==> src/rtl/fetch_unit.sv <==
// Instruction-fetch stage: owns the PC, keeps one request outstanding to instruction
// memory, and holds the fetched word in a single slot. Redirects flush wrong-path work.
module fetch_unit #(
   parameter int unsigned           DATA_WIDTH = 32,
   parameter logic [DATA_WIDTH-1:0] RESET_PC   = '0
) (
   input  logic                  clk,
   input  logic                  rst,
   input  logic                  PCSrc,
   input  logic [DATA_WIDTH-1:0] PCTarget,
   output logic                  imem_req,
   output logic [DATA_WIDTH-1:0] imem_addr,
   input  logic                  imem_gnt,
   input  logic                  imem_rvalid,
   input  logic [DATA_WIDTH-1:0] imem_rdata,
   output logic                  instr_valid,
   input  logic                  instr_ready,
   output logic [DATA_WIDTH-1:0] Instr,
   output logic [DATA_WIDTH-1:0] PC,
   output logic [DATA_WIDTH-1:0] PCPlus4
);

   typedef enum logic [1:0] {
      REQ,
      WAIT,
      WAIT_KILL
   } state_t;

   localparam logic [DATA_WIDTH-1:0] ALIGN_MASK = ~DATA_WIDTH'(3);
   localparam logic [DATA_WIDTH-1:0] NOP        = DATA_WIDTH'(32'h0000_0013);
   localparam logic [DATA_WIDTH-1:0] STEP       = DATA_WIDTH'(4);

   state_t                  state;
   state_t                  state_next;
   logic [DATA_WIDTH-1:0]   fpc;
   logic [DATA_WIDTH-1:0]   req_pc;
   logic                    granted;
   logic                    transfer;
   logic                    fill;

   assign imem_addr = fpc;
   assign imem_req  = (state == REQ) && (!instr_valid || instr_ready);
   assign granted   = imem_req && imem_gnt;
   assign transfer  = instr_valid && instr_ready;
   // A response only lands in the slot if it is not wrong-path and not overtaken by a redirect.
   assign fill      = (state == WAIT) && imem_rvalid && !PCSrc;

   always_ff @(posedge clk) begin
      if (rst) begin
         state <= REQ;
      end else begin
         state <= state_next;
      end
   end

   always_comb begin
      state_next = state;
      case (state)
         REQ: begin
            if (granted) begin
               state_next = PCSrc ? WAIT_KILL : WAIT;
            end
         end
         WAIT, WAIT_KILL: begin
            if (imem_rvalid) begin
               state_next = REQ;
            end else if (PCSrc) begin
               state_next = WAIT_KILL;
            end
         end
         default: state_next = REQ;
      endcase
   end

   always_ff @(posedge clk) begin
      if (rst) begin
         fpc         <= RESET_PC & ALIGN_MASK;
         req_pc      <= '0;
         instr_valid <= 1'b0;
         Instr       <= NOP;
         PC          <= '0;
         PCPlus4     <= '0;
      end else begin
         if (PCSrc) begin
            fpc <= PCTarget & ALIGN_MASK;
         end else if (granted) begin
            fpc <= fpc + STEP;
         end

         if (granted) begin
            req_pc <= fpc;
         end

         // Fill takes precedence over a same-cycle drain; a redirect always empties the slot.
         if (fill) begin
            instr_valid <= 1'b1;
            Instr       <= imem_rdata;
            PC          <= req_pc;
            PCPlus4     <= req_pc + STEP;
         end else if (PCSrc || transfer) begin
            instr_valid <= 1'b0;
         end
      end
   end

endmodule
==> config.mk <==
export PLATFORM = sky130hd
export DESIGN_NAME = fetch_unit
export DESIGN_NICKNAME = d
export VERILOG_FILES = /design/src/rtl/fetch_unit.sv
export SDC_FILE = /design/constraint.sdc
export NUM_CORES = 1
export LEC_CHECK = 0
export CAP_MARGIN = 0
export CORE_UTILIZATION = 28
export DETAILED_ROUTE_END_ITERATION = 10
export SLEW_MARGIN = 20
export SYNTH_ARGS = -nofsm -noshare
export SYNTH_HDL_FRONTEND = slang
export SYNTH_SLANG_ARGS = --single-unit
export TNS_END_PERCENT = 100
==> constraint.sdc <==
create_clock -name clk -period 7.45 [get_ports clk]
set_input_delay 1.1175 -clock clk [delete_from_list [all_inputs] [get_ports clk]]
set_output_delay 1.1175 -clock clk [all_outputs]
set_load 0.01 [all_outputs]
==> summary.txt <==
Route
  • Post-DR wirelength/cell: 14.7 µm
  • Drt drc: 0
  • Vias per cell: 4.67
  • Remaining antenna violation count: 0
  • Routed WL: 19,300 µm
  • Initial DRT Pass Iterations: 4
  • DR iter-0 viols: 419
  • Via count: 6,152

Global routing
  • First-pass GRT wire length: 30,700 µm
  • Met3 track utilization from global routing: 3.78%
  • Largest net degree at the start of global routing: 112
  • Vias in the first global route: 5,631
  • Met2 Usage GRT: 24.3%
  • GRT Util Overall: 16.1%
  • Met1 Track Usage GR: 22.6%
  • Gr busiest metal: met2
  • Initial antenna violation count: 0
  • Grt total ovfl: 0

Worst setup path
  • RR Startpoint: state[1]
  • Worst EP required: 6330 ps
  • Critical path endpoint category: output pin
  • CP most frequent cell: clkdlybuf4s50_1
  • CP Launch Type: input pin
  • CP Class: input pin to output pin
  • CP max-delay cell: clkdlybuf4s50_1
  • Crit path max-delay family: buffers and inverters
  • WP buf/inv: 2
  • Max incr delay on CP: 530 ps
  • WP depth: 4
  • Setup crit end: imem_req
  • Worst path cell trace: clkdlybuf4s50_1, nand2b_1, and2_1, clkdlybuf4s50_1
  • Worst endpoint data arrival time: 2630 ps
  • R2R Setup Slk: 4670 ps
  • Worst-path fanout max: 10
  • Depth of the most critical reg-to-reg path: 7
  • Crit path launch: instr_ready
  • Reg-to-Reg End: imem_addr[30]

Floorplanning
  • Die area: 0.0242 mm²
  • Io pins: 200
  • Die height: 156 µm
  • Initial core utilization: 28.9%
  • Die width: 156 µm
  • # rows: 55
  • CORE AREA: 0.0229 mm²

Logic synthesis
  • Top-area cell type share of the netlist area: 46.9%
  • Register area share after synthesis: 46.9%
  • Ys async rst share: 0%
  • Mapped Area: 0.00662 mm²
  • Number of synthesized register bits: 155
  • Post-synth EDFFs: 0
  • Avg Inst Size Synth: 7.88 µm²
  • Yosys top cell by area: dfxtp_1
  • Yosys Warn Count: 0
  • Dominant synthesized flop cell: dfxtp_1
  • Mapped Cells: 840
  • Netlist cell types: 44
  • Synth area leaders: dfxtp_1 (47%), nand2_1 (12%), a21oi_1 (7.6%), xnor2_1 (3.6%), nor2_1 (3.3%)

Place
  • Gpl congestion: 0.763
  • DP Worst Slack: 3480 ps
  • Cell count after placement: 1,288
  • DP HPWL: 13,200 µm
  • I/O Buffers: 191

Final layout
  • Multi-input gate area: 0.00321 mm²
  • Area grow syn2layout: 40.5%
  • Antenna fix cells: 0
  • Final #Nets: 1,069
  • FF+latch area: 0.00310 mm²
  • Non-Filler Instances: 1,316
  • Utilization after layout: 40.5%
  • Share of layout cells above drive strength 1: 3.99%
  • Fill cells: 2,323

Power
  • Worst IR Drop VDD: 0.0957 mV
  • P_sw: 457 µW
  • Pint: 1.50 mW
  • Sw Ratio: 23.3%
  • Pwr Density: 211 mW/mm²
  • Clk pwr share: 45.0%
  • Gate power share: 9.5%
  • Sequential power share: 45.6%
  • Design Power: 1.96 mW
  • Leakage power: 2.98 nW

Timing
  • Crit share post-route: 50.3%
  • Final hold vios: 0
  • PnR worst setup slack: 3700 ps
  • Slew HR: 38.3%
  • Min Tclk post-route: 3750 ps
  • Clk_skew: 11.3 ps
  • Final setup fails: 0
  • Post-route setup TNS: 0 ps
  • Setup repair after global routing missed its margin: false
  • Peak Freq: 0.267 GHz
  • Worst slew pin tran: 918 ps
  • Slew Limit Fails: 0

Clock tree
  • CTS root buf: clkbuf_16
  • CTS clk-pin slew, worst paths: 60 ps
  • # resized after CTS: 0
  • H-tree Lvls: 4
  • TritonCTS Sinks: 155
  • # Post-CTS Setup Buffers: 0
  • CTS hold repair buffers: 0
  • Clock Latency Late Sink: 420 ps
  • Max clock buf depth: 2
  • Num CTS Buffers: 17
  • TritonCTS clock tree: done

Run status
  • Status: finished, final reports clean

Run
  • Total of max-cap violations: 0

Hold path
  • Hold Crit Class: flop to flop
## registers in the layout (all words and copies together), names as in the netlist
name,flops
req_pc,30
state,2
Instr,32
PC,30
instr_valid,1
imem_addr,30
PCPlus4,30
## worst min-delay path by stage
| stage | depth (start not counted) | endpoint | start |
|---|---|---|---|
| finish | 2 | Instr[25] | Instr[25] |
| global route | 2 | PC[9] | PC[9] |
| CTS | 2 | PC[26] | PC[26] |
| detailed placement | 2 | PC[26] | PC[26] |
| global placement | 2 | Instr[29] | Instr[29] |
| floorplan | 2 | req_pc[31] | req_pc[31] |
## per-stage QoR
step | area (µm²) | hold slack (ps)
floorplan | 6630 | 445
detailed placement | 8700 | 446
finish | 9290 | 452
global route | 9290 | 469
global placement | 8700 | 441
CTS | 9290 | 454
## worst register-to-register path: cells and delay by family (launching register included)
| family | cells | cell delay (ps) |
|---|---|---|
| AOI/OAI and AO/OA | 1 | 250 |
| DFF | 1 | 320 |
| adders and majority gates | 1 | 230 |
| and+or+nand+nor | 4 | 1790 |
| buffers and inverters | 1 | 80 |
## power groups by stage
stage	logic [mW]	registers, mW	clock network, mW
after CTS	0.188	0.893	0.907
after global placement	0.186	0.911	0
after floorplan	0.0884	0.907	0
final	0.185	0.894	0.882
after detailed placement	0.187	0.911	0
after global routing	0.205	0.898	0.947
## cells in the mapped netlist, types with 6 or more instances
cell type	number
a211oi_1	29
a21oi_1	101
a311oi_1	9
and2_1	6
and3_1	6
and4_1	6
buf_1	7
buf_4	6
clkbuf_1	48
dfxtp_1	155
inv_1	16
nand2_1	218
nand3_1	21
nand4_1	17
nor2_1	59
nor3_1	11
nor4_1	15
o21ai_0	8
o31a_1	7
or3_1	13
xnor2_1	27
xor2_1	9
## cells in the final DEF (no fill, tap or decap), types with 5 or more instances in the layout
cell | netlist | routed
o21ai_0 | 8 | 8
o31a_1 | 7 | 7
a311oi_1 | 9 | 9
dfxtp_1 | 155 | 155
nor4_1 | 15 | 15
and4_1 | 6 | 6
clkbuf_16 | 0 | 17
ha_1 | 5 | 5
nand3_1 | 21 | 20
and3_1 | 6 | 6
nor2_1 | 59 | 58
or4_1 | 5 | 5
a211oi_1 | 29 | 29
clkdlybuf4s50_1 | 0 | 190
and2_1 | 6 | 5
or3_1 | 13 | 13
nand2_1 | 218 | 217
a21oi_1 | 101 | 101
nand4_1 | 17 | 17
inv_1 | 16 | 16
conb_1 | 1 | 6
xor2_1 | 9 | 9
xnor2_1 | 27 | 27
nor3_1 | 11 | 11
## routing by layer
metal	routed length (µm)	vias to the layer above	share of wire (%)
li1	-	3174	-
met1	9580	2784	50
met2	8500	175	44
met3	932	19	4.8
met4	280	0	1.5
met5	0	-	0
## area by class of cell
| cell class | instances | share of cell area [%] |
|---|---|---|
| Multi-Input combinational cell | 608 | 34.5 |
| Sequential cell | 155 | 33.4 |
| Timing Repair Buffer | 195 | 20.9 |
| Clock buffer | 20 | 4.70 |
| Tap cell | 313 | 4.21 |
| Clock inverter | 8 | 1.59 |
| Inverter | 17 | 0.687 |
## logic make-up (layout without fill, tap and decap cells)
logic type                 after synthesis  after routing  synth area share, %
and+or+nand+nor                        394            394                 26.9
xor gates and xnor gates                36             36                 4.77
DFF                                    155            155                 46.9
muxes                                    3              3                0.454
adders and majority gates                5              5                0.946
other                                    1              6               0.0567
AOI/OAI and AO/OA                      164            164                 14.8
buffers and inverters                   82            240                 5.16
Power figures use the tool's default switching activity.
